[src/rtl/xalu_nibble_seq.sv]
// Word-wide sequencer for a 4-bit ALU slice: runs one nibble per cycle,
// chains carries/shift bits between nibbles and accumulates status flags.
module xalu_nibble_seq #(
  parameter int NIBBLES = 4
) (
  input  logic                 clk,
  input  logic                 rst_n,
  input  logic                 start,
  input  logic [2:0]           op,
  input  logic                 com,
  input  logic                 cin,
  input  logic [4*NIBBLES-1:0] a,
  input  logic [4*NIBBLES-1:0] b,
  output logic                 busy,
  output logic                 done,
  output logic [4*NIBBLES-1:0] result,
  output logic                 cout,
  output logic                 zero,
  output logic                 neg_zero,
  output logic                 equ,
  output logic [3:0]           alu_a,
  output logic [3:0]           alu_b,
  output logic [2:0]           alu_f,
  output logic                 alu_com,
  output logic                 alu_ci_left,
  output logic                 alu_ci_right,
  input  logic [3:0]           alu_d,
  input  logic                 alu_co_left,
  input  logic                 alu_co_right,
  input  logic                 alu_zero,
  input  logic                 alu_neg_zero,
  input  logic                 alu_equ
);

  localparam int         W    = 4 * NIBBLES;
  localparam logic [3:0] LAST = 4'(NIBBLES - 1);

  localparam logic [2:0] OP_ADD = 3'd0;
  localparam logic [2:0] OP_SHR = 3'd6;
  localparam logic [2:0] OP_SHL = 3'd7;

  typedef enum logic [1:0] {S_IDLE, S_RUN, S_DONE} state_t;

  state_t         state;
  logic [W-1:0]   a_q, b_q, shadow;
  logic [2:0]     op_q;
  logic           com_q;
  logic           carry_q;
  logic [3:0]     k;
  logic           zero_acc, neg_zero_acc, equ_acc;

  logic           run, is_shr;
  logic [3:0]     idx;
  logic [5:0]     sh;
  logic [W-1:0]   a_sh, b_sh, shadow_nxt;

  always_comb begin
    run        = (state == S_RUN);
    is_shr     = (op_q == OP_SHR);
    idx        = is_shr ? (LAST - k) : k;
    sh         = {idx, 2'b00};
    a_sh       = a_q >> sh;
    b_sh       = b_q >> sh;
    shadow_nxt = (shadow & ~({{(W-4){1'b0}}, 4'hF} << sh))
               | ({{(W-4){1'b0}}, alu_d} << sh);

    alu_a        = run ? a_sh[3:0] : '0;
    alu_b        = run ? b_sh[3:0] : '0;
    alu_f        = run ? op_q : '0;
    alu_com      = run & com_q;
    // carry_q is seeded with cin at start, so it serves as both the k=0
    // carry-in and the registered chain carry for later nibbles.
    alu_ci_right = run & ~is_shr & carry_q;
    alu_ci_left  = run &  is_shr & carry_q;
  end

  always_ff @(posedge clk or negedge rst_n) begin
    if (!rst_n) begin
      state        <= S_IDLE;
      a_q          <= '0;
      b_q          <= '0;
      shadow       <= '0;
      op_q         <= '0;
      com_q        <= 1'b0;
      carry_q      <= 1'b0;
      k            <= '0;
      zero_acc     <= 1'b0;
      neg_zero_acc <= 1'b0;
      equ_acc      <= 1'b0;
      busy         <= 1'b0;
      done         <= 1'b0;
      result       <= '0;
      cout         <= 1'b0;
      zero         <= 1'b0;
      neg_zero     <= 1'b0;
      equ          <= 1'b0;
    end else begin
      case (state)
        S_IDLE: begin
          done <= 1'b0;
          if (start) begin
            a_q          <= a;
            b_q          <= b;
            op_q         <= op;
            com_q        <= com;
            carry_q      <= cin;
            k            <= '0;
            shadow       <= '0;
            zero_acc     <= 1'b1;
            neg_zero_acc <= 1'b1;
            equ_acc      <= 1'b1;
            busy         <= 1'b1;
            state        <= S_RUN;
          end
        end
        S_RUN: begin
          shadow       <= shadow_nxt;
          carry_q      <= is_shr ? alu_co_right : alu_co_left;
          zero_acc     <= zero_acc & alu_zero;
          neg_zero_acc <= neg_zero_acc & alu_neg_zero;
          equ_acc      <= equ_acc & alu_equ;
          k            <= k + 4'd1;
          if (k == LAST) begin
            state    <= S_DONE;
            busy     <= 1'b0;
            done     <= 1'b1;
            result   <= shadow_nxt;
            zero     <= zero_acc & alu_zero;
            neg_zero <= neg_zero_acc & alu_neg_zero;
            equ      <= equ_acc & alu_equ;
            if (op_q == OP_ADD || op_q == OP_SHL) cout <= alu_co_left;
            else if (is_shr)                      cout <= alu_co_right;
            else                                  cout <= 1'b0;
          end
        end
        S_DONE: begin
          done  <= 1'b0;
          state <= S_IDLE;
        end
        default: state <= S_IDLE;
      endcase
    end
  end

endmodule
[config.mk]
export PLATFORM = sky130hd
export DESIGN_NAME = xalu_nibble_seq
export DESIGN_NICKNAME = d
export VERILOG_FILES = /design/src/rtl/xalu_nibble_seq.sv
export SDC_FILE = /design/constraint.sdc
export NUM_CORES = 1
export LEC_CHECK = 0
export BUFFER_PORTS_ARGS = -buffer_cell sky130_fd_sc_hd__buf_2
export CORE_UTILIZATION = 59
export DETAILED_ROUTE_END_ITERATION = 6
export PLACE_DENSITY = 0.89
export SLEW_MARGIN = 10
export SYNTH_ARGS = -nofsm -noshare
export SYNTH_HDL_FRONTEND = slang
export SYNTH_SLANG_ARGS = --single-unit
[constraint.sdc]
create_clock -name clk -period 6.37 [get_ports clk]
set_clock_uncertainty 0.1 [all_clocks]
set_input_delay 0.637 -clock clk [delete_from_list [all_inputs] [get_ports clk]]
set_output_delay 0.637 -clock clk [all_outputs]
set_load 0.02 [all_outputs]
==> impl_metrics.toml <==
[run_status]
status = "finished, violations left"
failed_checks = "DRC"

[final_layout]
antenna_cells = 0
final-seq-area_mm2 = 0.00210
multiInputGateArea_mm2 = 0.00180
syn2layout_area_growth_pct = 15.3
layout-drive-gt1-share_pct = 23.9
fillers = 492
nets = 549

[worst_setup_path]
crit_type = "register to output pin"
rr_startpoint = "op_q[0]$_DFFE_PN0P_"
rrSetupSlack_ns = 3.64
critical_path.max_stage_delay_ns = 0.61
cp-start-kind = "register"
crit_path_end = "alu_a[2]"
cp_cell_sequence = "inv_1 > ha_1 > nand2b_1 > mux2i_2 > a221oi_1 > a211oi_1 > buf_2"
slowest_stage = "dfrtp_1"
worst-path-buf-inv = 2
crit_cells = 7
crit_start = "k[2]$_DFFE_PN0P_"
critPathMaxFanout = 12
r2r_cells = 4
critPathRequiredTime_ns = 5.63
path_delay_family = "flip-flops"
crit_path_end_kind = "output pin"
r2r-end = "result[11]$_DFFE_PN0P_"
cp.arrival_ns = 2.90

[clock_network]
numCtsBuffers = 9
holdBufCountCts = 0
clkTransAtPathRegs_ns = 0.10
root_buffer = "clkbuf_8"
cts_setup_buffers = 0
h-tree-depth = 3
cts_buffer_depth = 2
clock-sinks = 84
cts_tree = "built"
clk_latency_ns = 0.36
cts-resized-gates = 0

[sta]
period_share_pct = 57.1
fin_setup_tns_ns = 0
slew_violations = 0
max_freq_mhz = 275
relSlewSlack_pct = 29.6
tightest_slew_ns = 1.03
rsz0062_at_grt = "false"
finalCriticalPeriod_ns = 3.64
finalHoldViolations = 0
finalSetupViolCount = 0

[flow_run]
drv_cap = 0

[global_routing]
grt_remaining_overflow = 0
grt_antenna_before_repair = 0
grt_pass1_vias = 3030
grt_max_degree = 85
grt_pass1_wl_mm = 15.1
grt_usage_pct = 26.9

[synth]
synth-adder-area-share_pct = 0.621
ys_seq_elements = 84
seq_area_frac_synth_pct = 52.1
yosysWarnings = 0
syn_area_mm2 = 0.00403
synth_compound_area_share_pct = 12.2
synth_xor_area_share_pct = 0.403
synth.avg_cell_area_um2 = 9.47
synth_ff_type = "dfrtp_1"
syn_inst = 426
synth_top_family_by_area = "simple AND/OR/NAND/NOR gates"
synth_edf_count = 0
synth_mux_area_share_pct = 7.73
synth_simple_gate_area_share_pct = 23.4
synthArstFlopShare_pct = 100
yosys.cell_types.count = 43
syn_nets = 477

[power_and_ir_drop]
p_per_area_mw_per_mm2 = 549
cellLeakagePower_nw = 2.42
ir_drop_v = 0.000378
finalPower_mw = 2.55

[route]
vias = 3388
dr.pass1.iters = 7
final_antenna_net_count = 0
drt-initial-drc-count = 290
drc_errors = 2
drt-total-wl_mm = 9.05
viasPerCell = 5.84
wl_per_cell_um = 15.6

[placement]
gp_congestion = 0.834
port_buffers = 84
hpwlAfterDp_mm = 6.27

[die]
rows = 29
coreArea_mm2 = 0.00646
initial_core_util_pct = 62.4
dieArea_mm2 = 0.00717
die_y_um = 84.7
die_w_um = 84.7
ios = 85

[min_path]
hp-class = "input port to asynchronous set/reset pin"
-- worst register-to-register path, stage by stage, from the launching register on --
cell and delay [ns]:
dfrtp_1 0.43, and3b_1 0.76, mux2i_1 0.93, mux2i_1 0.31, o21ai_1 0.08
-- cell usage after synthesis (2+ instances only) --
cell type / instances / area [um^2]
and2_1: 4 / 25.0
nand3_1: 14 / 70.1
mux2i_1: 19 / 190
a221oi_2: 2 / 30.0
o211ai_1: 12 / 90.1
buf_2: 4 / 20.0
nor3_1: 4 / 20.0
dfrtp_1: 84 / 2100
o21ai_1: 17 / 85.1
mux2i_2: 2 / 27.5
buf_6: 3 / 33.8
a211o_1: 4 / 35.0
nand2b_1: 5 / 31.3
nor4b_2: 2 / 30.0
ha_1: 2 / 25.0
nor2b_1: 2 / 12.5
mux2i_4: 3 / 67.6
nor2_1: 3 / 11.3
o21ai_0: 9 / 45.0
a211oi_1: 8 / 60.1
nand2_1: 163 / 612
a221oi_1: 6 / 52.6
inv_1: 4 / 15.0
and3_1: 5 / 31.3
a22oi_1: 8 / 60.1
nor4b_1: 3 / 26.3
nor4_2: 2 / 25.0
clkbuf_1: 17 / 63.8
-- cell usage in the layout, fill, tap and decap left out, types with 5 or more instances in the layout --
cell      instances
nand2_1         163
dfrtp_1          84
buf_2            83
mux2i_1          19
o21ai_1          16
nand3_1          14
o211ai_1         12
o21ai_0           9
clkbuf_8          9
a22oi_1           8
a211oi_1          8
a221oi_1          6
nand2b_1          5
and3_1            5
-- per-stage QoR --
stage / utilization (%) / hold slack [ns] / instance area [um^2] / std cells / worst slack (ns)
floorplan: - / 0.241 / 4030 / 426 / 3.44
global placement: 68.8 / 0.356 / 4440 / 564 / 3.33
detailed placement: 68.8 / 0.369 / 4440 / 564 / 3.22
CTS: 71.9 / 0.368 / 4640 / 580 / 2.80
global route: 72.0 / 0.375 / 4650 / 580 / 2.55
finish: 72.0 / 0.343 / 4650 / 580 / 2.73
-- where the power goes --
part,switching (mW),internal (mW)
Sequential,0.215,0.763
Clock,0.201,0.183
Combinational,0.731,0.458
Total,1.15,1.40
-- routing by layer --
| layer | wire (um) | share of wire [%] | GRT usage, % | vias up |
|---|---|---|---|---|
| li1 | - | - | - | 1604 |
| met1 | 4120 | 46 | 40.3 | 1633 |
| met4 | 131 | 1.4 | 8.01 | 0 |
| met3 | 563 | 6.2 | 4.92 | 16 |
| met2 | 4230 | 47 | 40.5 | 135 |
| met5 | 0 | 0 | 0 | - |
-- registers in the layout, summed over array words and instances, names as in the netlist --
signal	flops
a_q	16
b_q	16
result	16
shadow	16
k	4
op_q	3
state	2
busy	1
carry_q	1
com_q	1
cout	1
done	1
equ	1
equ_acc	1
neg_zero	1
neg_zero_acc	1
zero	1
zero_acc	1
-- cells by family (layout without fill, tap and decap cells) --
family	count (synthesis)	in the layout
XOR/XNOR	1	1
AO/OA/AOI/OAI	71	71
multiplexers	26	26
flip-flops	84	84
adder cells (fa/ha/maj)	2	2
AND/OR/NAND/NOR	213	213
buffers and inverters	29	106
-- worst min-delay path by stage --
stage / from / to / cells past startpoint
2_1_floorplan: rst_n / a_q[0]$_DFFE_PN0P_ / 0
3_3_place_gp: busy$_DFFE_PN0P_ / busy$_DFFE_PN0P_ / 2
3_5_place_dp: com_q$_DFFE_PN0P_ / com_q$_DFFE_PN0P_ / 2
4_1_cts: b[14] / b_q[14]$_DFFE_PN0P_ / 3
5_1_grt: a[1] / a_q[1]$_DFFE_PN0P_ / 3
6_report: rst_n / result[14]$_DFFE_PN0P_ / 1
-- area by class of cell --
cell class | count | share of cell area, %
inverter | 4 | 0.323
sequential | 84 | 45.2
timing repair buffer | 86 | 9.42
clock buffer | 9 | 2.66
multi-input combinational | 313 | 38.7
tap | 77 | 2.07
clock inverter | 7 | 1.64
Note: power is estimated with default switching activity, not from simulation.
